$ cat config.mk
export PLATFORM = sky130hd
export DESIGN_NAME = wb_spi_slave_flat
export DESIGN_NICKNAME = d
export VERILOG_FILES = /design/src/rtl/wb_spi_slave_if.sv /design/src/rtl/wb_spi_slave.sv /design/src/flat_wrapper.sv
export SDC_FILE = /design/constraint.sdc
export NUM_CORES = 1
export LEC_CHECK = 0
export BUFFER_PORTS_ARGS = -buffer_cell sky130_fd_sc_hd__buf_2
export CAP_MARGIN = 20
export CORE_MARGIN = 2
export CORE_UTILIZATION = 40
export DETAILED_ROUTE_END_ITERATION = 8
export GPL_ROUTABILITY_DRIVEN = 0
export PLACE_DENSITY = 0.71
export SLEW_MARGIN = 20
export SYNTH_ARGS = -nofsm -noshare
export SYNTH_HDL_FRONTEND = slang
export SYNTH_SLANG_ARGS = --single-unit
$ cat constraint.sdc
create_clock -name clk -period 1.8 [get_ports clk]
set_input_delay 0.18 -clock clk [delete_from_list [all_inputs] [get_ports clk]]
set_output_delay 0.18 -clock clk [all_outputs]
set_load 0.05 [all_outputs]
$ cat src/rtl/wb_spi_slave_if.sv
// Wishbone slave port bundle for wb_spi_slave.
interface wb_spi_slave_if;
  logic [31:0] wb_adr_i;
  logic [31:0] wb_dat_i;
  logic [31:0] wb_dat_o;
  logic [3:0]  wb_sel_i;
  logic        wb_stb_i;
  logic        wb_cyc_i;
  logic        wb_we_i;
  logic        wb_ack_o;

  modport master (
    output wb_adr_i, wb_dat_i, wb_sel_i, wb_stb_i, wb_cyc_i, wb_we_i,
    input  wb_dat_o, wb_ack_o
  );

  modport slave (
    input  wb_adr_i, wb_dat_i, wb_sel_i, wb_stb_i, wb_cyc_i, wb_we_i,
    output wb_dat_o, wb_ack_o
  );
endinterface

$ cat src/rtl/wb_spi_slave.sv
// SPI mode-0 target with one-byte RX buffer and one-byte TX hold, exposed on Wishbone.
//   state   | meaning
//   S_ARM   | after reset: wait until the select pin is seen released
//   S_IDLE  | select released; waiting for a select falling edge
//   S_FRAME | selected; shifting bytes on sck edges
module wb_spi_slave #(
  parameter int unsigned clk_freq = 100000000
) (
  input  logic            clk,
  input  logic            reset,
  wb_spi_slave_if.slave   wb,
  input  logic            spi_sck,
  input  logic            spi_ss_n,
  input  logic            spi_mosi,
  output logic            spi_miso,
  output logic            spi_miso_oe,
  output logic            intr
);

  typedef enum logic [1:0] {S_ARM, S_IDLE, S_FRAME} state_t;

  state_t      state, state_nxt;
  logic [2:0]  sck_s, ss_s;
  logic [1:0]  mosi_s;
  logic        sync_valid;
  logic [2:0]  bitcnt;
  logic [7:0]  rx_sh, tx_sh, tx_next, rx_byte;
  logic [7:0]  rx_buf, tx_hold;
  logic        rx_full, tx_full, ovr;
  logic [1:0]  ctrl;
  logic        sck_rise, sck_fall, ss_rise, ss_fall;
  logic        tx_load, tx_shift, rx_shift, bit_clr, byte_done;
  logic        access, rd, wr, rd_rx, wr_tx, wr_st, wr_ctl;
  logic [31:0] rd_mux;
  logic        unused_bits;

  assign unused_bits = ^{wb.wb_sel_i, wb.wb_adr_i[31:4], wb.wb_adr_i[1:0],
                         wb.wb_dat_i[31:8], rx_sh[7], tx_sh[7]} ^ (clk_freq == 0);

  // Index 1 is the synchronized level, index 2 the delayed copy for edge detect.
  always_ff @(posedge clk) begin
    if (reset) begin
      sck_s      <= 3'b000;
      ss_s       <= 3'b111;
      mosi_s     <= 2'b00;
      sync_valid <= 1'b0;
      state      <= S_ARM;
    end else begin
      sck_s      <= {sck_s[1:0], spi_sck};
      ss_s       <= {ss_s[1:0], spi_ss_n};
      mosi_s     <= {mosi_s[0], spi_mosi};
      sync_valid <= 1'b1;
      state      <= state_nxt;
    end
  end

  assign sck_rise    = sck_s[1] & ~sck_s[2];
  assign sck_fall    = ~sck_s[1] & sck_s[2];
  assign ss_fall     = ~ss_s[1] & ss_s[2];
  assign ss_rise     = ss_s[1] & ~ss_s[2];
  assign spi_miso_oe = ~ss_s[1];

  // A select that is already low when reset releases is not a frame start.
  always_comb begin
    state_nxt = state;
    tx_load   = 1'b0;
    tx_shift  = 1'b0;
    rx_shift  = 1'b0;
    bit_clr   = 1'b0;
    case (state)
      S_ARM:  if (sync_valid && (&ss_s)) state_nxt = S_IDLE;
      S_IDLE: if (ss_fall) begin
        state_nxt = S_FRAME;
        bit_clr   = 1'b1;
        tx_load   = 1'b1;
      end
      S_FRAME: begin
        if (ss_rise) begin
          state_nxt = S_IDLE;
          bit_clr   = 1'b1;
        end else begin
          rx_shift = sck_rise;
          if (sck_fall) begin
            if (bitcnt == 3'd0) tx_load  = 1'b1;
            else                tx_shift = 1'b1;
          end
        end
      end
      default: state_nxt = S_ARM;
    endcase
  end

  assign tx_next   = tx_full ? tx_hold : 8'hFF;
  assign rx_byte   = {rx_sh[6:0], mosi_s[1]};
  assign byte_done = rx_shift && (bitcnt == 3'd7);

  always_ff @(posedge clk) begin
    if (reset) begin
      bitcnt   <= 3'd0;
      rx_sh    <= 8'h00;
      tx_sh    <= 8'hFF;
      spi_miso <= 1'b1;
    end else begin
      if (bit_clr) bitcnt <= 3'd0;
      if (rx_shift) begin
        rx_sh  <= rx_byte;
        bitcnt <= bitcnt + 3'd1;
      end
      if (tx_load) begin
        tx_sh    <= tx_next;
        spi_miso <= tx_next[7];
      end else if (tx_shift) begin
        tx_sh    <= {tx_sh[6:0], 1'b1};
        spi_miso <= tx_sh[6];
      end
    end
  end

  assign access = wb.wb_stb_i & wb.wb_cyc_i & ~wb.wb_ack_o;
  assign rd     = access & ~wb.wb_we_i;
  assign wr     = access & wb.wb_we_i;
  assign rd_rx  = rd && (wb.wb_adr_i[3:2] == 2'd0);
  assign wr_tx  = wr && (wb.wb_adr_i[3:2] == 2'd1);
  assign wr_st  = wr && (wb.wb_adr_i[3:2] == 2'd2);
  assign wr_ctl = wr && (wb.wb_adr_i[3:2] == 2'd3);

  always_comb begin
    rd_mux = 32'h0;
    case (wb.wb_adr_i[3:2])
      2'd0:    rd_mux = {24'h0, rx_buf};
      2'd2:    rd_mux = {28'h0, ~ss_s[1], ovr, tx_full, rx_full};
      2'd3:    rd_mux = {30'h0, ctrl};
      default: rd_mux = 32'h0;
    endcase
  end

  always_ff @(posedge clk) begin
    if (reset) begin
      wb.wb_ack_o <= 1'b0;
      wb.wb_dat_o <= 32'h0;
      rx_full     <= 1'b0;
      tx_full     <= 1'b0;
      ovr         <= 1'b0;
      ctrl        <= 2'b00;
      rx_buf      <= 8'h00;
      tx_hold     <= 8'h00;
    end else begin
      wb.wb_ack_o <= access;
      if (rd) wb.wb_dat_o <= rd_mux;
      // A pop in the completion cycle frees the buffer for the new byte.
      if (byte_done) begin
        if (!rx_full || rd_rx) begin
          rx_buf  <= rx_byte;
          rx_full <= 1'b1;
        end
      end else if (rd_rx) begin
        rx_full <= 1'b0;
      end
      if (wr_st && wb.wb_dat_i[2]) ovr <= 1'b0;
      if (byte_done && rx_full && !rd_rx) ovr <= 1'b1;
      if (tx_load && tx_full) tx_full <= 1'b0;
      if (wr_tx) begin
        tx_hold <= wb.wb_dat_i[7:0];
        tx_full <= 1'b1;
      end
      if (wr_ctl) ctrl <= wb.wb_dat_i[1:0];
    end
  end

  assign intr = (rx_full & ctrl[0]) | (ovr & ctrl[1]);

endmodule

$ cat src/flat_wrapper.sv
// flat-port wrapper written by rule: the top's interface ports become plain ports
module wb_spi_slave_flat 
#(
  parameter int unsigned clk_freq = 100000000
)
  (clk, reset, spi_sck, spi_ss_n, spi_mosi, spi_miso, spi_miso_oe, intr, wb_wb_adr_i, wb_wb_dat_i, wb_wb_sel_i, wb_wb_stb_i, wb_wb_cyc_i, wb_wb_we_i, wb_wb_dat_o, wb_wb_ack_o);
  wb_spi_slave_if wb_i ();
  input  logic clk;
  input  logic reset;
  input  logic spi_sck;
  input  logic spi_ss_n;
  input  logic spi_mosi;
  output logic spi_miso;
  output logic spi_miso_oe;
  output logic intr;
  input wire logic [$bits(wb_i.wb_adr_i)-1:0] wb_wb_adr_i;
  input wire logic [$bits(wb_i.wb_dat_i)-1:0] wb_wb_dat_i;
  input wire logic [$bits(wb_i.wb_sel_i)-1:0] wb_wb_sel_i;
  input wire logic [$bits(wb_i.wb_stb_i)-1:0] wb_wb_stb_i;
  input wire logic [$bits(wb_i.wb_cyc_i)-1:0] wb_wb_cyc_i;
  input wire logic [$bits(wb_i.wb_we_i)-1:0] wb_wb_we_i;
  output wire logic [$bits(wb_i.wb_dat_o)-1:0] wb_wb_dat_o;
  output wire logic [$bits(wb_i.wb_ack_o)-1:0] wb_wb_ack_o;
  assign wb_i.wb_adr_i = wb_wb_adr_i;
  assign wb_i.wb_dat_i = wb_wb_dat_i;
  assign wb_i.wb_sel_i = wb_wb_sel_i;
  assign wb_i.wb_stb_i = wb_wb_stb_i;
  assign wb_i.wb_cyc_i = wb_wb_cyc_i;
  assign wb_i.wb_we_i = wb_wb_we_i;
  assign wb_wb_dat_o = wb_i.wb_dat_o;
  assign wb_wb_ack_o = wb_i.wb_ack_o;
  wb_spi_slave #(.clk_freq(clk_freq)) u_core (.clk(clk), .reset(reset), .wb(wb_i), .spi_sck(spi_sck), .spi_ss_n(spi_ss_n), .spi_mosi(spi_mosi), .spi_miso(spi_miso), .spi_miso_oe(spi_miso_oe), .intr(intr));
endmodule
; ---- Word level (Yosys, flattened, before mapping)
; Index checks and enable logic that the tools add are counted.
[classes]
addsub = 1
n_eq_ne = 10
n_mux = 33
bitwise_logic = 17
reduce_logical = 25
[op_table]
columns = cell, count
row1 = $pmux W8 S3, 1
row2 = $mux W1, 21
row3 = $mux W7, 2
row4 = $and A1 B1 Y1, 10
row5 = $logic_and A1 B1 Y1, 10
row6 = $reduce_bool A2 Y1, 5
row7 = $mux W8, 1
row8 = $eq A2 B2 Y1 const B, 3
row9 = $mux W2, 3
row10 = $mux W3, 2
row11 = $ne A2 B1 Y1 const B, 3
row12 = $not A1 Y1, 6
row13 = $pmux W2 S3, 1
row14 = $reduce_and A3 Y1, 2
row15 = $eq A2 B1 Y1 const B, 2
row16 = $logic_not A2 Y1, 2
row17 = $pmux W1 S2, 2
row18 = $reduce_and A2 Y1, 2
row19 = $add A3 B1 Y3 const B, 1
row20 = $eq A3 B3 Y1 const B, 1
row21 = $logic_not A3 Y1, 1
row22 = $logic_not A1 Y1, 2
row23 = $ne A2 B2 Y1 const B, 1
row24 = $logic_or A1 B1 Y1, 1
row25 = $or A1 B1 Y1, 1
[word_totals]
ff_bits = 83
in_bits = 76

; ---- Longest topological paths before layout
; Gate-level depths: netlist of run 1.
[logic_depth]
word_depth = 8
ltp_mapped = 8
mapped_depth_nobuf = 6

; ---- Least setup slack after synthesis of run 1
; Ideal clock, no wire load.
[synth_path]
path_kind = flip-flop to flip-flop
from = register u_core.wb.wb_ack_o
to = register u_core.rx_buf[0]
arrival_ps = 1526
required_ps = 1684
slack_ps = 158
path_stages_with_launch = 6
cell_sequence = dfxtp_1 > nand4bb_4 > o31ai_4 > and3_1 > buf_4 > a31o_1
[synth_via]
elab_chain_cells = 6
[synth_lines]
columns = element, line_no
row1 = from (decl), wb_spi_slave_if.sv:19  ; output wb_dat_o, wb_ack_o
row2 = from (signal assigned), wb_spi_slave.sv:148  ; wb.wb_ack_o <= access;
row3 = $not A1 Y1, wb_spi_slave.sv:119  ; assign access = wb.wb_stb_i & wb.wb_cyc_i & ~wb.wb_ack_o;
row4 = $and A1 B1 Y1, wb_spi_slave.sv:119
row5 = $and A1 B1 Y1, wb_spi_slave.sv:120  ; assign rd = access & ~wb.wb_we_i;
row6 = $logic_and A1 B1 Y1, wb_spi_slave.sv:122  ; assign rd_rx = rd && (wb.wb_adr_i[3:2] == 2'd0);
row7 = $logic_or A1 B1 Y1, wb_spi_slave.sv:152  ; if (!rx_full || rd_rx) begin
row8 = $reduce_and A2 Y1 (no line), --
row9 = to (signal assigned), wb_spi_slave.sv:153  ; rx_buf <= rx_byte;
row10 = to (decl), wb_spi_slave.sv:28  ; logic [7:0] rx_buf, tx_hold;
; Every way passes these cells.
; A chain may end at the register's enable or synchronous reset.

; ---- Worst setup path in the final report of run 1
[layout_path]
from = register u_core.state[1]
to = register u_core.tx_sh[3]
[layout_via]
elab_chain_cells = 3
word_cells_on_any_way = 6
cone_classes = eq/ne: 2 / mux: 3 / reduce/logical: 1
[layout_lines]
columns = element, line_no
row1 = from (decl), wb_spi_slave.sv:22  ; state_t state, state_nxt;
row2 = from (signal assigned), wb_spi_slave.sv:53  ; state <= state_nxt;
row3 = $eq A2 B2 Y1 / $eq A2 B1 Y1 (equally long branches), wb_spi_slave.sv:70  ; case (state)
row4 = $pmux W1 S2 / $mux W1 (equally long branches), wb_spi_slave.sv:70
row5 = $mux W7 / $reduce_bool A2 Y1 (equally long branches), --
row6 = to (signal assigned), wb_spi_slave.sv:110  ; tx_sh <= tx_next;
row7 = to (signal assigned), wb_spi_slave.sv:113  ; tx_sh <= {tx_sh[6:0], 1'b1};
row8 = to (decl), wb_spi_slave.sv:27  ; logic [7:0] rx_sh, tx_sh, tx_next, rx_byte;
; Parallel ways exist; a longest one is shown, timed or not.

==> results, run 1 <==
- The count of port buffers added during placement is 29.
- Buffers inserted during clock tree synthesis total 9.
- The maximum number of pins on one net before global-route repair is 57.
- The post-synthesis area per instance is 8.96 µm².
- The synthesized design contains 0 enable-type register cells.
- Synthesis inferred 59 register bits.
- In this run the number of H-tree levels came out at 3.
- The data arrival time at the worst-slack endpoint is 1.97 ns.
- The number of filler cells placed in the layout is 657.
- The number of endpoints with negative hold slack in the final report is 0.
- Of the total power, registers draw 0.451.
- The clock network latency to the later pin of the worst-skew pair is 0.34 ns.
- The cell type with the highest occurrence count on the critical path is a311oi_1.
- Summed over all failing endpoints, the final setup total negative slack is 0 ns.
- The worst IR drop on VDD is 396 µV.
- Of the total power, the share spent switching nets is 0.260.
- The critical path ends at u_core.tx_sh[3].
- The area growth from synthesis to layout is 16.1%.
- The overall overflow remaining after global route is 0.
- The via count normalized by instance count is 5.07.
- The fraction of layout cells with a size suffix above 1 is 0.215.
- Of the post-synthesis cell area, the dominant cell type holds 0.409.
- The reg-to-reg startpoint is u_core.state[1].
- The nature of the critical path startpoint is a flop.
- For this run, the share of the core covered by cells in the final layout is 0.488.
- The violation count after the first detailed-route iteration is 162.
- Setup violations remaining at the end of the flow were counted as 0.
- TritonCTS built the clock tree.
- Including well taps, the total number of placed cells is 443.
- The die covers 0.00791 mm².
- The largest single stage delay on the critical path is 0.37 ns.
- The number of cells on the worst hold path is 2.
- The minimum clock period after layout is 1.70 ns.
- The count of cells in the finished layout, fillers not included, comes to 459.
- The worst setup path is captured at a flop.
- The highest achievable clock rate is 588 MHz.
- The final setup skew is 0.00624 ns.
- The signal on the critical path passes through inv_1 > ha_1 > and3b_2 > buf_4 > a311oi_1 > a311oi_1 > o211ai_1.
- The internal reg-to-reg setup slack is 0.1 ns.
- The run finished with clean final reports.
- The mapped cell area is 0.00289 mm².
- The first TritonRoute pass finished after 4 iterations.
- The region available for standard cell placement spans 0.00687 mm².
- The total DRC errors in the routed layout is 0.
- The share of total power dissipated in combinational logic is 0.119.
- The number of rows in the core area is 30.
- Measured against its own limit, the worst slew margin works out to 0.649.
- The yosys synthesis warning count is 0.
- The reg-to-reg endpoint is u_core.tx_sh[3].
- The most common library cell in the layout ignoring fill and taps is dfxtp_1.
- In this run the worst hold path is classified as input pin to flop.
- The via count of the first global-routing pass is 2,087.
- The height of the die is 88.9 µm.
- For this design the ratio of total power to cell area is 890 mW/mm².
- In the layout the commonest cells are dfxtp_1 (59), buf_2 (29), nand2_1 (25).
- Across the whole layout, storage elements account for 0.00118 mm².
- The wire length of the first global-routing pass is 9400 µm.
- Synthesis produced a netlist whose cell count is 322.
- The final layout contains 443 nets.
- The final worst-path cycle share is 0.944.
- The internal portion of total power is 2.21 mW.
- The share of total power dissipated in the clock network is 0.429.
- The sequential area share after synthesis is 0.409.
- The clock passes through at most 2 buffers.
- The slowest cell on the critical path is dfxtp_1.
- The placed wire-length estimate after detailed placement is 3990 µm.
- Counting cells, the worst reg-to-reg path comes to 7.
- STA puts the critical path data required time at 2.07 ns.
- The clock-pin slew reported for the worst setup and hold paths after clock tree synthesis is 0.07 ns.
- In the final layout, the multi-input gates occupy 0.00143 mm².
- The max-capacitance violation count is 0.
- In this run the horizontal extent of the chip is 88.9 µm.
- The clock drives 59 sinks.
- The count of nets left with antenna violations after detail routing is 0.
- The cell taking the most area after synthesis is dfxtp_1.
- The critical path is of the flop to flop type.
- Summed over all nets, the switching power comes to 0.774 mW.
- The async set-reset flop share out of synthesis is 0.
- Counting distinct cell types in the post-synthesis netlist gives 47.
- 0 antenna diodes ended up in the layout.
- The dominant synthesized flop cell is dfxtp_1.
- The tree is rooted in a clkbuf_8.
- In this run the count of I/O pins placed on the die edge is 112.
- The overall global routing resource usage is 0.155.
- The start point of the critical path is u_core.state[1].
- In this run the static leakage power is 1.36 nW.
- The initial core utilization is 0.420.
- The via total after detailed routing is 2,325.
- OpenSTA, run right after detailed placement, puts the worst setup slack at 0.0469 ns.
- Setup repair after global routing left no endpoint under its margin.
- The number of slew-limit violations in the final report is 0.
- In this run the worst path has a maximum fanout of 6.
- By area the synthesized netlist is led by dfxtp_1 (41%), buf_4 (7.0%), a311oi_1 (6.7%), ha_1 (3.5%), mux2i_1 (3.5%).
- The slack of the critical path is 0.0999 ns.
- In the final routed layout, each cell accounts on average for 12.7 µm.
- For this block, the routed nets add up to 5810 µm of wire.
- Total power for the finished layout comes to 2.98 mW.
- The slew at the pin closest to its max-slew limit is 0.513 ns.
- The number of antenna violations at the first check in global routing is 0.
sequential cells by signal, summed over array words and instances (netlist names), 2 cells and up:
name and cells:
u_core.bitcnt 3, u_core.wb.wb_dat_o 8, u_core.sck_s 3, u_core.tx_hold 8, u_core.mosi_s 2, u_core.rx_buf 8, u_core.ss_s 3, u_core.state 2
u_core.ctrl 2, u_core.rx_sh 7, u_core.tx_sh 7
per-stage QoR:
| step | hold slack (ns) | area, µm² |
|---|---|---|
| final | 0.0208 | 3350 |
| after global routing | 0.0123 | 3350 |
| after CTS | 0.00402 | 3330 |
| after detailed placement | 0.364 | 3120 |
| after global placement | 0.367 | 3120 |
| after floorplan | 0.284 | 2970 |
what timing repair did:
action	CTS	global route
gates resized for setup	0	4
hold buffers	0	0
endpoints found under the setup margin	0	8
setup buffers	0	1
synth_stat cells (8+ instances only):
cell       n
a21oi_1   16
a311oi_1  22
a31o_1     8
buf_4     27
clkbuf_1   9
dfxtp_1   59
ha_1       8
inv_1     23
mux2i_1   10
nand2_1   25
nor2_1    23
nor2b_1   13
logic make-up after synthesis:
| kind of cell | share of synthesized area |
|---|---|
| adders and majority gates | 0.0347 |
| and+or+nand+nor | 0.188 |
| AOI/OAI and AO/OA | 0.195 |
| buffers and inverters | 0.129 |
| DFF | 0.409 |
| other | 0.00130 |
| muxes | 0.0425 |
power by group through the flow:
stage | clock [mW] | sequential (mW) | combinational (mW)
final | 1.28 | 1.35 | 0.355
after floorplan | 0 | 1.38 | 0.295
after detailed placement | 0 | 1.37 | 0.343
after CTS | 1.31 | 1.35 | 0.345
after global routing | 1.37 | 1.35 | 0.387
after global placement | 0 | 1.37 | 0.339
critical path: cells and delay by family (launching register included):
kind	cells	cell delay, ns
buf+inv	2	0.27
simple gates	1	0.27
fa+ha+maj	1	0.23
flops	1	0.37
compound gates	3	0.49
metal layers:
layer / part of all wire / track usage / vias up / wire length [µm]
met2: 0.45 / 0.232 / 67 / 2590
met4: 0.0081 / 0.0706 / 0 / 47
li1: - / - / 1173 / -
met3: 0.062 / 0.0554 / 4 / 360
met5: 0 / 0 / - / 0
met1: 0.48 / 0.201 / 1081 / 2810
area by class of cell:
cell class	instances	area share
Clock buffer	14	0.0545
Clock inverter	1	0.00897
Inverter	23	0.0258
Multi-Input combinational cell	216	0.428
Sequential cell	59	0.353
Tap cell	96	0.0359
Timing Repair Buffer	50	0.0941
how the worst min path moves through the flow:
stage | startpoint | end | slack [ns]
finish | spi_ss_n | u_core.ss_s[0] | 0.02
global route | spi_ss_n | u_core.ss_s[0] | 0.01
CTS | spi_ss_n | u_core.ss_s[0] | 0.004
detailed placement | spi_ss_n | u_core.ss_s[0] | 0.36
global placement | spi_ss_n | u_core.ss_s[0] | 0.37
floorplan | spi_ss_n | u_core.ss_s[0] | 0.28
(Power assumes the default switching activity.)
==> inputs of run 2 (changes only) <==
--- a/config.mk
+++ b/config.mk
@@ -12,6 +12,7 @@
 export DETAILED_ROUTE_END_ITERATION = 8
 export GPL_ROUTABILITY_DRIVEN = 0
 export PLACE_DENSITY = 0.71
+export RECOVER_POWER = 25
 export SLEW_MARGIN = 20
 export SYNTH_ARGS = -nofsm -noshare
 export SYNTH_HDL_FRONTEND = slang
==> run 2 against run 1 <==
- maximum frequency unchanged
- setup slack did not move
- total power about the same
- hold slack hardly changed
- die area is the same
- clock skew is 0.00073 ns lower
- critical endpoint unchanged
- sequential cell count unchanged
- register-to-register slack hardly changed
- global-route usage stayed put
- non-clock buffer count unchanged
- first-iteration DRC count stayed put
- cell area decreased by 0.30%
==> results, run 2 (synthesis gave the netlist of run 1 again) <==
- The signed area change from the synthesized netlist to the final layout is 15.7%.
- The number of buffers inserted for hold repair after clock tree synthesis is 0.
- The endpoint identified for the worst register-to-register timing path is u_core.tx_sh[3].
- The static leakage is 1.33 nW.
- Entering global routing, the biggest net connects 57 pins.
- The startpoint-to-endpoint class of the critical path is flop to flop.
- The number of H-tree levels is 3.
- For flop-to-flop paths, the worst setup slack is 0.1 ns.
- In this run the most critical hold path is launched from spi_ss_n.
- The number of rows in the core area is 30.
- The number of antenna violations at the first check in global routing was 0.
- The utilization of the core after routing is 0.486.
- 112 I/O pins were placed.
- Input and output buffers added on the ports amount to 29.
- The placed instance count is 443.
- The largest driver fanout on the critical path is 6.
- The cell area reported after detailed placement is 0.00312 mm².
- The depth of the worst register-to-register path is 7.
- The number of clock sinks is 59.
- The class of the worst hold path is input pin to flop.
- The overall overflow remaining after global route is 0.
- Across every metal layer, demand over resource in global routing totals 0.155.
- The flow ran to the end, and the final reports show no timing, DRC or antenna violations.
- Across the run, the number of max-cap violations was 0.
- The final layout net count is 443.
- The repair_antennas step left the layout with diodes totalling 0.
- In this run the vertical extent of the chip is 88.9 µm.
- Leaving out fill and tap cells, the most frequent cells in the layout are dfxtp_1 (59), nand2_1 (25), conb_1 (24).
- The via total after detailed routing is 2,327.
- The data arrival time at the worst-slack endpoint is 1.97 ns.
- After detailed routing, the number of remaining DRC violations is 0.
- In this run the tightest slew margin relative to its limit is 0.603.
- On the critical path, the stage with the largest delay is an instance of dfxtp_1.
- The end of the worst hold path is u_core.ss_s[0].
- From left edge to right edge, the die measures 88.9 µm.
- The die area is 0.00791 mm².
- The sequential cells in the finished layout cover a total of 0.00118 mm².
- The clock period could shrink to 1.70 ns.
- In this run the remaining antenna-violating nets after routing total 0.
- The highest achievable clock rate is 588 MHz.
- After the first detailed-routing iteration, the DRC count stood at 162.
- Dividing the detail-routed via count by the number of cells gives 5.07.
- The critical path goes through inv_1 > ha_1 > and3b_2 > buf_4 > a311oi_1 > a311oi_1 > o211ai_1.
- Setup repair after global routing left no endpoint under its margin.
- Setup violations remaining at the end of the flow were counted as 0.
- Summed over all layers, the routed wires come to 5800 µm.
- The library cell used most frequently in the layout, excluding fill and tap cells, is dfxtp_1.
- The via count of the first global-routing pass came to 2,087.
- After routing the design area is 0.00334 mm².
- At the worst endpoint, the required time is 2.07 ns.
- CTS placed an instance of clkbuf_8 at the clock tree root.
- The multi-input gate area in the final layout is 0.00143 mm².
- The number of slew-limit violations in the final report is 0.
- TritonCTS built the clock tree.
- The final worst-path cycle share is 0.944.
- The largest buffer count on any clock path is 2.
- The element type at the critical path end is a flop.
- The number of endpoints with negative hold slack in the final report is 0.
- The number of filler cells placed in the layout is 659.
- The placed wire-length estimate after detailed placement is 3990 µm.
- After clock tree synthesis, the clock-pin slew on the worst setup and hold paths is 0.07 ns.
- Clock skew on the completed layout was measured at 0.00551 ns.
- Counting stages on the worst path, the most repeated cell is a311oi_1.
- In this design, the stage delay of the slowest critical-path cell is 0.37 ns.
- The routed wire length per instance is 12.6 µm.
- The slew at the pin closest to its max-slew limit is 0.599 ns.
- Adding up every negative setup slack in the final design gives 0 ns.
- In the final layout, the registers with the most flip-flops are u_core.rx_buf (8), u_core.tx_hold (8), u_core.wb.wb_dat_o (8).
- The power per standard cell area is 892 mW/mm².
- Counting the buffers created by CTS gives 9.
- The nature of the critical path startpoint is a flop.
- The count of cells in the finished layout, fillers not included, comes to 459.
- In the final layout, the share of cells above drive strength 1 is 0.193.
- The number of cells on the worst hold path is 2.
- The initial core utilization is 0.420.
- At the later pin of the worst-skew pair, clock insertion delay measures 0.34 ns.
- In this run the critical register-to-register path is launched from u_core.state[1].
- The placeable core region is 0.00687 mm².
- The detailed-router iteration count before antenna repair is 4.
- The wire length of the first global-routing pass is 9400 µm.
- The worst IR drop on VDD is 396 µV.
-- run 2: cell types whose count changed in the layout (fill, tap and decap cells not counted), sizes merged --
cell,delta
clkbuf,+8
buf,-8
-- run 2: power breakdown --
group	total, mW	internal, mW	switching [mW]
combinational	0.354	0.0942	0.260
sequential	1.35	1.33	0.0174
clock	1.28	0.784	0.496
-- run 2: area by class of cell --
| class | count | share of cell area |
|---|---|---|
| Timing Repair Buffer | 50 | 0.0914 |
| Multi-Input combinational cell | 216 | 0.429 |
| Clock buffer | 14 | 0.0547 |
| Sequential cell | 59 | 0.354 |
| Inverter | 23 | 0.0259 |
| Clock inverter | 1 | 0.00899 |
| Tap cell | 96 | 0.0360 |
-- run 2: metrics by stage --
step / worst slack [ns] / hold slack (ns) / power (mW)
after global placement: 0.122 / 0.367 / 1.71
after detailed placement: 0.0469 / 0.364 / 1.72
after CTS: 0.0186 / 0.00402 / 3.00
after global routing: 0.00681 / 0.0123 / 3.10
final: 0.0999 / 0.0209 / 2.98
after floorplan: 0.158 / 0.284 / 1.68
-- run 2: critical path: cells and delay by family (launching register included) --
family	cells	cell delay, ns
AO/OA/AOI/OAI	3	0.49
flip-flops	1	0.37
adder cells (fa/ha/maj)	1	0.23
buffers and inverters	2	0.27
AND/OR/NAND/NOR	1	0.27
-- run 2: per-layer routing --
layer | part of all wire | up-vias | global-route usage
li1 | - | 1174 | -
met3 | 0.065 | 4 | 0.0554
met2 | 0.44 | 74 | 0.232
met5 | 0 | - | 0
met4 | 0.0081 | 0 | 0.0706
met1 | 0.48 | 1075 | 0.201
-- run 2: what timing repair did --
action | 4_1_cts | 5_1_grt
resized for setup | 0 | 4
setup endpoints to repair | 0 | 8
setup buffers | 0 | 1
-- run 2: how the worst max path moves through the flow --
stage / to / cells after the start / from / slack [ns]
final: u_core.tx_sh[3] / 7 / u_core.state[1] / 0.1
after CTS: u_core.state[0] / 6 / u_core.state[0] / 0.02
after floorplan: u_core.rx_buf[0] / 5 / u_core.wb.wb_ack_o / 0.16
after global placement: u_core.rx_buf[4] / 6 / u_core.state[0] / 0.12
after detailed placement: u_core.state[0] / 6 / u_core.state[0] / 0.05
after global routing: u_core.state[0] / 6 / u_core.state[0] / 0.007
==> inputs of run 3 (changes only) <==
--- a/config.mk
+++ b/config.mk
@@ -11,6 +11,7 @@
 export CORE_UTILIZATION = 40
 export DETAILED_ROUTE_END_ITERATION = 8
 export GPL_ROUTABILITY_DRIVEN = 0
+export GPL_TIMING_DRIVEN = 0
 export PLACE_DENSITY = 0.71
 export RECOVER_POWER = 25
 export SLEW_MARGIN = 20
==> run 3 against run 2 <==
- die area is the same
- clock skew grew 0.0048 ns
- cell area is 4.5% higher
- sequential power barely moved
- sequential cell count stayed put
- final cell count up 5.9%
- first-iteration DRC count up 93%
- maximum frequency up 0.99%
- non-clock buffer count grew 26
- largest power group unchanged
==> results, run 3 (synthesis gave the netlist of run 1 again) <==
- Hold is met by 0.0562 ns.
- The net switching share of the total power is 0.270.
- The cell at the root of the clock tree is clkbuf_8.
- The routed layout has 2,437 vias.
- The final setup skew is 0.0104 ns.
- The switching power of the nets is 0.824 mW.
- The number of antenna violations at the first check in global routing is 0.
- In this run the worst hold path is classified as input pin to flop.
- The violation count after the first detailed-route iteration is 313.
- The register share of total power is 0.441.
- The count of port buffers added during placement is 28.
- Pin placement for this block handled 112 I/O pins.
- The post-placement worst setup slack is -0.187 ns.
- Of the total power, combinational logic draws 0.131.
- Setup repair after global routing could not meet its margin everywhere.
- The area of all placed cells without fillers is 0.00349 mm².
- The number of slew-limit violations in the final report is 0.
- The placed wire-length estimate after detailed placement is 4390 µm.
- The setup violation total in the final timing report is 0.
- 0 antenna diodes ended up in the layout.
- Summed over all cells, the static leakage comes to 1.43 nW.
- The internal portion of total power is 2.23 mW.
- The detailed-router iteration count before antenna repair is 4.
- The routed design has 6250 µm of wire.
- The tightest slew margin relative to the limit is 0.600.
- For this configuration, the core starts out at a cell density of 0.420.
- The placed instances occupy a cell area of 0.00323 mm².
- The run finished with clean final reports.
- Entering global routing, the biggest net connects 12 pins.
- The minimum clock period after layout is 1.68 ns.
- STA classifies the critical path endpoint as a flop.
- Relative to the synthesized area, the layout overhead comes to 21.0%.
- In this run the vertical extent of the chip is 88.9 µm.
- In this run the worst path has a maximum fanout of 10.
- The TritonCTS clock tree is yes.
- The required time at the endpoint of the critical path is 2.02 ns.
- The wire length of the first global-routing pass is 10,200 µm.
- The overall overflow remaining after global route is 0.
- The die area is 0.00791 mm².
- The nature of the critical path startpoint is a flop.
- The highest achievable clock rate is 594 MHz.
- The final layout net count is 469.
- Of the cells placed in the final design, the portion with a size suffix greater than 1 is 0.226.
- After floorplanning, the core was divided into 30 placement rows.
- The share of power burned in the clock network is 0.428.
- The overall global routing resource usage is 0.166.
- In the routed design, unresolved DRC markers number 0.
- The via count normalized by instance count is 5.01.
- The detail route stage leaves a number of antenna-violating nets equal to 0.
- The power per standard cell area is 874 mW/mm².
- For this design, the sink count on the clock tree is 59.
- The library cell used most frequently in the layout, excluding fill and tap cells, is dfxtp_1.
- Once routing completed, OpenROAD measured the worst setup slack at 0.117 ns.
- The library cells used most frequently in the layout, excluding fill and tap cells, are dfxtp_1 (58), buf_4 (28), buf_2 (26).
- The final worst-path cycle share is 0.935.
- The critical path in this run is classified as flop to flop.
- The via count of the first global-routing pass is 2,207.
- The max-capacitance violation count is 0.
- The largest buffer count on any clock path is 2.
- The clock-pin slew reported for the worst setup and hold paths after clock tree synthesis is 0.06 ns.
- The placeable core region is 0.00687 mm².
- For the pin with the worst max-slew slack, the measured transition is 0.603 ns.
- Measured along the x axis, the die boundary spans 88.9 µm.
- The later pin in the worst-skew pair is clocked with a latency of 0.34 ns.
- The number of H-tree levels is 3.
- The number of clock buffers inserted by TritonCTS is 9.
- The data arrival time at the worst-slack endpoint is 1.91 ns.
- The number of endpoints with negative hold slack in the final report is 0.
- The worst IR drop on VDD is 460 µV.
- The routed wire length per instance is 12.9 µm.
- The largest registers in the layout are u_core.rx_buf (8), u_core.tx_hold (8), u_core.wb.wb_dat_o (8).
run 3: area by class of cell:
| cell class | count | area (µm²) |
|---|---|---|
| Fill cell | 679 | 3380 |
| Multi-Input combinational cell | 216 | 1450 |
| Sequential cell | 59 | 1180 |
| Buffer | 46 | 290 |
| Timing Repair Buffer | 30 | 148 |
| Clock buffer | 9 | 124 |
| Tap cell | 96 | 120 |
| Clock inverter | 7 | 92.6 |
| Inverter | 23 | 86.3 |
run 3: worst paths after layout:
kind | from | slack [ns] | end | cells past startpoint
setup / recovery | u_core.state[1] | 0.12 | u_core.tx_sh[0] | 8
hold / removal | spi_sck | 0.06 | u_core.sck_s[0] | 2
setup reg to reg | u_core.state[1] | 0.12 | u_core.tx_sh[0] | 8
hold reg to reg | u_core.sck_s[0] | 0.44 | u_core.sck_s[1] | 1
run 3: timing repair:
action	CTS	global route
setup endpoints to repair	17	24
hold buffers	1	0
hold endpoints to repair	1	0
gates resized for setup	2	12
setup buffers	1	0
pin swaps	1	0
run 3: power by group through the flow:
stage | clock network, mW | logic [mW] | registers, mW
6_report | 1.31 | 0.399 | 1.35
5_1_grt | 1.39 | 0.434 | 1.35
4_1_cts | 1.35 | 0.378 | 1.34
3_5_place_dp | 0 | 0.374 | 1.37
3_3_place_gp | 0 | 0.372 | 1.37
2_1_floorplan | 0 | 0.295 | 1.38
run 3: worst max-delay path: stages, from the launching register on:
cell      delay [ns]
dfxtp_2         0.34
inv_2           0.09
ha_1            0.19
and3b_1         0.16
buf_4           0.18
nand2_4         0.10
and2_0          0.16
clkbuf_4        0.17
o32a_1          0.17
run 3: per-stage QoR:
step | power [mW] | TNS (ns) | cells | util
after global placement | 1.74 | -1.83 | 469 | 0.470
after global routing | 3.17 | -0.0166 | 486 | 0.508
after floorplan | 1.68 | 0 | 345 | -
final | 3.05 | 0 | 486 | 0.508
after detailed placement | 1.75 | -2.24 | 469 | 0.470
after CTS | 3.07 | 0 | 486 | 0.505
run 3: metal layers:
layer | track usage | share of wire | vias to the layer above
met1 | 0.219 | 0.46 | 1122
li1 | - | - | 1223
met4 | 0.0882 | 0.010 | 0
met2 | 0.254 | 0.46 | 84
met3 | 0.0379 | 0.068 | 8
met5 | 0 | 0 | -
